## src/rtl/rr_mux_pkg.sv

```systemverilog
// Shared types and defaults for the round-robin 2:1 mux arbiter.
package rr_mux_pkg;

    typedef enum logic {
        SRC_A = 1'b0,
        SRC_B = 1'b1
    } src_e;

    localparam int DATA_W_DEF = 8;
    localparam int CNT_W_DEF  = 16;

endpackage

```

## src/rtl/rr_arb2.sv

```systemverilog
// Combinational two-way round-robin grant: on a tie, the requester that did not
// win last time is chosen.
module rr_arb2
    import rr_mux_pkg::*;
(
    input  logic [1:0] req,
    input  src_e       last,
    input  logic       en,
    output logic       gnt_valid,
    output src_e       gnt
);

    // req[0] is requester A, req[1] is requester B.
    always_comb begin
        gnt_valid = 1'b0;
        gnt       = SRC_A;
        if (en) begin
            unique case (req)
                2'b01: begin
                    gnt_valid = 1'b1;
                    gnt       = SRC_A;
                end
                2'b10: begin
                    gnt_valid = 1'b1;
                    gnt       = SRC_B;
                end
                2'b11: begin
                    gnt_valid = 1'b1;
                    gnt       = (last == SRC_A) ? SRC_B : SRC_A;
                end
                default: begin
                    gnt_valid = 1'b0;
                    gnt       = SRC_A;
                end
            endcase
        end
    end

endmodule

```

## src/rtl/rr_mux_arb.sv

```systemverilog
// Round-robin arbiter steering two requesters through a 2:1 byte mux into a
// one-entry output register, with saturating per-requester grant counters.
module rr_mux_arb
    import rr_mux_pkg::*;
#(
    parameter int WIDTH = DATA_W_DEF,
    parameter int CNT_W = CNT_W_DEF
)
(
    input  logic             clk_i,
    input  logic             rst_i,
    input  logic             a_valid_i,
    input  logic [WIDTH-1:0] a_data_i,
    output logic             a_ready_o,
    input  logic             b_valid_i,
    input  logic [WIDTH-1:0] b_data_i,
    output logic             b_ready_o,
    output logic             y_valid_o,
    output logic [WIDTH-1:0] y_data_o,
    input  logic             y_ready_i,
    output logic             sel_o,
    output logic [CNT_W-1:0] a_cnt_o,
    output logic [CNT_W-1:0] b_cnt_o
);

    logic             r_y_valid;
    logic [WIDTH-1:0] r_y_data;
    src_e             r_sel;
    src_e             r_last;

    logic             w_load_en;
    logic             w_gnt_valid;
    src_e             w_gnt;
    logic [1:0]       w_hit;
    logic [WIDTH-1:0] w_mux_data;

    // Reset gates the arbiter so no handshake can complete in a reset cycle.
    assign w_load_en = (!r_y_valid || y_ready_i) && !rst_i;

    rr_arb2 u_arb (
        .req       ({b_valid_i, a_valid_i}),
        .last      (r_last),
        .en        (w_load_en),
        .gnt_valid (w_gnt_valid),
        .gnt       (w_gnt)
    );

    assign w_hit[0]   = w_gnt_valid && (w_gnt == SRC_A);
    assign w_hit[1]   = w_gnt_valid && (w_gnt == SRC_B);
    assign w_mux_data = (w_gnt == SRC_B) ? b_data_i : a_data_i;

    assign a_ready_o = w_hit[0];
    assign b_ready_o = w_hit[1];

    always_ff @(posedge clk_i) begin
        if (rst_i) begin
            r_y_valid <= 1'b0;
            r_y_data  <= '0;
            r_sel     <= SRC_A;
            r_last    <= SRC_B;
        end else if (w_gnt_valid) begin
            r_y_valid <= 1'b1;
            r_y_data  <= w_mux_data;
            r_sel     <= w_gnt;
            r_last    <= w_gnt;
        end else if (y_ready_i) begin
            r_y_valid <= 1'b0;
        end
    end

    genvar gi;
    generate
        for (gi = 0; gi < 2; gi++) begin : g_cnt
            logic [CNT_W-1:0] r_cnt;

            // Saturate at all-ones so long debug runs never wrap to a small value.
            always_ff @(posedge clk_i) begin
                if (rst_i) begin
                    r_cnt <= '0;
                end else if (w_hit[gi] && (r_cnt != {CNT_W{1'b1}})) begin
                    r_cnt <= r_cnt + 1'b1;
                end
            end
        end
    endgenerate

    assign a_cnt_o   = g_cnt[0].r_cnt;
    assign b_cnt_o   = g_cnt[1].r_cnt;
    assign y_valid_o = r_y_valid;
    assign y_data_o  = r_y_data;
    assign sel_o     = r_sel;

endmodule

```

## config.mk

```make
export PLATFORM = sky130hd
export DESIGN_NAME = rr_mux_arb
export DESIGN_NICKNAME = d
export VERILOG_FILES = /design/src/rtl/rr_mux_pkg.sv /design/src/rtl/rr_arb2.sv /design/src/rtl/rr_mux_arb.sv
export SDC_FILE = /design/constraint.sdc
export NUM_CORES = 1
export LEC_CHECK = 0
export CORE_MARGIN = 1.5
export CORE_UTILIZATION = 45
export DETAILED_ROUTE_END_ITERATION = 6
export PLACE_DENSITY = 0.9
export SLEW_MARGIN = 10
export SYNTH_ARGS = -nofsm -noshare
export SYNTH_HDL_FRONTEND = slang
export SYNTH_SLANG_ARGS = --single-unit
```

## constraint.sdc

```tcl
create_clock -name clk_i -period 2.9 [get_ports clk_i]
set_clock_uncertainty 0.15 [all_clocks]
set_input_delay 0.87 -clock clk_i [delete_from_list [all_inputs] [get_ports clk_i]]
set_output_delay 0.87 -clock clk_i [all_outputs]
set_load 0.03 [all_outputs]
```

# After elaboration in Yosys (flattened, before gate mapping)
# Cells that the tools add are included.
totals:
  out_inout_bits: 44
  ff_bits: 43
  wordCells: 32
op_classes:
  reduce_logical: 10
  eq_ne: 5
  mux: 8
  add_sub_neg: 2
  bitwise: 1
ops:
  columns: ["operator", "n"]
  rows:
  - ["16-bit by 1-bit adder with 16-bit output, second input constant", 2]
  - ["16-bit != test, second input constant", 2]
  - ["8-bit 2-to-1 mux", 1]
  - ["1-bit 2-to-1 mux", 6]
  - ["1-bit logical AND", 5]
  - ["2-bit == test, second input constant", 2]
  - ["3-bit OR reduction", 1]
  - ["2-bit by 1-bit == test with 1-bit output, second input constant", 1]
  - ["1-bit logical NOT", 2]
  - ["1-bit case mux with 2 select lines", 1]
  - ["2-bit nonzero test", 1]
  - ["1-bit logical OR", 1]
  - ["1-bit NOT", 1]

# Logic depth before layout (Yosys ltp)
logic_depth:
  word_depth: 7
  ltp_mapped: 8

# Cells and area by module
# From an unflattened synthesis, not the netlist that was laid out.
unflattened:
  hier_cells: 256
  area_unflattened_um2: 2127.0
modules_own_cells:
  columns: ["module", "instances", "cells_each", "area_each_um2"]
  rows:
  - ["rr_mux_arb", 1, 253, 2107.0]
  - ["rr_arb2", 1, 3, 20.0]

# Least setup slack after synthesis
# No wires, ideal clock.
synth_timing:
  path_type: "input-to-output"
  startpoint: "input y_ready_i"
  endpoint: "output a_ready_o"
  required_ns: 1.880
  n_path_buf: 2
  path_slack_ns: -0.017
  stages: 5
  arrival_ns: 1.897
  path_cell_list: "nand2b_1 > buf_2 > nand4_2 > inv_2 > clkbuf_1"
synth_between:
  elab_chain_len: 5
synth_lines:
  columns: ["element", "line", "text"]
  rows:
  - ["from (decl)", "rr_mux_arb.sv:20", "input logic y_ready_i,"]
  - ["1-bit logical OR (*)", "rr_mux_arb.sv:38", "assign w_load_en = (!r_y_valid || y_ready_i) && !rst_i;"]
  - ["1-bit logical AND (*)", "rr_mux_arb.sv:38", null]
  - ["1-bit 2-to-1 mux", "rr_arb2.sv:17", "if (en) begin"]
  - ["1-bit NOT", "rr_mux_arb.sv:48", "assign w_hit[0] = w_gnt_valid && (w_gnt == SRC_A);"]
  - ["1-bit logical AND (*)", "rr_mux_arb.sv:48", null]
  - ["to (decl)", "rr_mux_arb.sv:14", "output logic a_ready_o,"]
# Mark *: on every way between the ends. The rest lies on a longest branch, timed or not.

# Final worst setup path
# Ends and elaborated chain as after synthesis.

==> results.yml <==
cells_and_area:
  post-route-util: 0.703
  postLayoutCellArea_um2: 2890
  fin_nets: 318
  syn_to_final_growth_pct: 46.0
  fin_cells: 346
  num_antenna_cells: 0
  drive_above_1_share: 0.111
min_path:
  worstHoldPathCells: 1
  worstHoldPathType: "register to register"
synth:
  synth_top_cells_by_count: "dfxtp_1 (43), nor2_1 (38), xnor2_1 (19)"
  ys.warnings.count: 0
  synth_seq_cells: 43
  synth_top_area_frac: 0.435
  syn_nets: 243
  synth_cell_types: 42
  netlist_instances: 220
  syn-cell-area_um2: 1980
  synth_area_leaders: "dfxtp_1 (43%), xnor2_1 (8.4%), nor2_1 (7.2%)"
  synth_most_common_cell: "dfxtp_1"
  synth_ff_type: "dfxtp_1"
  synth_seq_area_share: 0.435
  yosysTopAreaCell: "dfxtp_1"
  synth-edff-count: 0
  async_flop_share: 0
  syn_avg_cell_area_um2: 9.00
critical_path:
  cpLargestDelayFamily: "buffers and inverters"
  crit_buf_inv: 3
  path_depth: 5
  cpMaxStageDelayCell: "clkdlybuf4s50_1"
  cp_max_fo: 3
  end_kind: "primary output"
  critical_path_arrival_ns: 1.84
  reg2reg_depth: 7
  startpoint_type: "primary input"
  worstPathRequired_ns: 1.88
  critPathKind: "primary input to primary output"
  crit_chain: "clkdlybuf4s50_1, nand2b_4, nand4_2, inv_2, buf_6"
  max_stage_delay_ns: 0.49
floorplan:
  start_util: 0.481
  die_w_um: 69.3
  coreArea_um2: 4120
  ioPinCount: 65
  dieArea_um2: 4810
  num_rows: 23
  die_y_um: 69.3
sta:
  fin_setup_tns_ns: 0
  whs_ns: 0.345
  clock.fmax_mhz: 350
  setup_violations: 0
  worstMarginPinSlew_ns: 0.843
  slew_viol_final: 0
  final.setup.worst_slack_ns: 0.0433
  period_needed_ns: 2.86
  slew_headroom: 0.435
  hold_violations: 0
  min_period_over_period: 0.985
  rsz0062_at_grt: "false"
placement:
  dp_hpwl_mm: 3.61
  port_buffers: 64
  dpl.cell_count: 338
  placed_cell_area_um2: 2740
  dp_slack_ns: -0.00401
  gp_congestion: 0.791
power_and_ir_drop:
  power_density_nw_per_um2: 433
  total_power_mw: 1.25
  power_leakage_nw: 1.03
  ir_worst_vdd_v: 0.000298
clock_network:
  worstSkewPairLatency_ns: 0.30
  clk_pin_slew_ns: 0.08
  root_buffer: "clkbuf_8"
  cts_sinks: 43
  h-tree-depth: 2
  cts_buffer_depth: 2
  cts_made_buffers: 5
  cts_tree: "built"
routing:
  detail-route-antenna-nets: 0
  wl_mm: 5.18
  dr.pass1.iters: 4
  viasPerCell: 5.63
  vias: 1948
  wire_per_inst_um: 15.0
  drc: 0
  dr.first_iter.drc_count: 187
global_routing:
  grt_util_all_layers: 0.214
  antenna_found_initial: 0
  grt_max_degree: 41
  grt_pass1_wl_mm: 8.36
  grt-ovfl-total: 0
  grt_pass1_vias: 1772
job:
  cap_violations: 0
outcome:
  outcome: "completed"
## layout by cell type, fill, tap and decap left out, types with 2 or more instances in the layout
cell type	n
xor2_1	5
o21ai_0	2
nor4_1	4
xnor2_1	19
a21oi_1	4
nand4_1	12
and2_1	3
clkdlybuf4s50_1	60
inv_1	2
nor3_1	10
or3_1	3
o211ai_1	2
nand3_1	12
dlymetal6s2s_1	2
dfxtp_1	43
inv_2	2
buf_4	12
nor4b_1	4
buf_6	2
a222oi_1	8
nand2_1	11
nor2_1	38
and3_1	2
mux2i_1	4
ha_1	2
clkbuf_8	6
## state kept, by name, summed over array words and instances, names as in the netlist
signal	count
y_valid_o	1
b_cnt_o	16
y_data_o	8
r_last	1
a_cnt_o	16
sel_o	1
## power breakdown
group | leakage (nW) | switching [mW] | internal [mW]
registers | 0.348 | 0.0113 | 0.603
clock network | 0.0612 | 0.206 | 0.279
logic | 0.616 | 0.0763 | 0.0752
total | 1.03 | 0.294 | 0.957
## worst register-to-register path: cells and delay by family, from the launching register on
| kind | cells | cell delay (ns) |
|---|---|---|
| buffers and inverters | 1 | 0.17 |
| AO/OA/AOI/OAI | 2 | 0.29 |
| flip-flops | 1 | 0.43 |
| adder cells (fa/ha/maj) | 1 | 0.24 |
| AND/OR/NAND/NOR | 3 | 0.74 |
## repair_timing
item / 4_1_cts / 5_1_grt
setup buffers: 0 / 0
gates resized for setup: 2 / 6
endpoints found under the setup margin: 1 / 2
hold buffers: 0 / 0
## layer usage
metal / routed length (µm) / vias to the layer above / global-route usage
met3: 248 / 13 / 0.0494
li1: - / 948 / -
met1: 2220 / 921 / 0.269
met5: 0 / - / 0
met4: 98 / 0 / 0.0828
met2: 2610 / 66 / 0.355
## cell families (layout without fill, tap and decap cells)
family / count (synthesis) / count (layout) / synth area share
buffers and inverters: 12 / 88 / 0.0234
AO/OA/AOI/OAI: 22 / 22 / 0.0878
flip-flops: 43 / 43 / 0.435
XOR/XNOR: 24 / 24 / 0.106
multiplexers: 4 / 4 / 0.0202
adder cells (fa/ha/maj): 2 / 2 / 0.0126
AND/OR/NAND/NOR: 113 / 113 / 0.315
## worst paths after layout
kind                                              start                       end  slack [ns]
worst max register to register  a_cnt_o[0]$_SDFFE_PP0P_  a_cnt_o[13]$_SDFFE_PP0P_        0.82
worst max-delay path                          y_ready_i                 a_ready_o        0.04
worst min-delay path                 sel_o$_SDFFE_PP0P_        sel_o$_SDFFE_PP0P_        0.35
worst min register to register       sel_o$_SDFFE_PP0P_        sel_o$_SDFFE_PP0P_        0.35
## final cells by class
type,instances,area [µm²]
clock inverters,2,35.0
inverters,4,15.0
multi-input cells,165,1100
clock buffers,6,82.6
well taps,50,62.6
fillers,327,1220
flip-flops and latches,43,861
repair buffers,76,738
No activity file was read; power rests on OpenSTA's default activity.
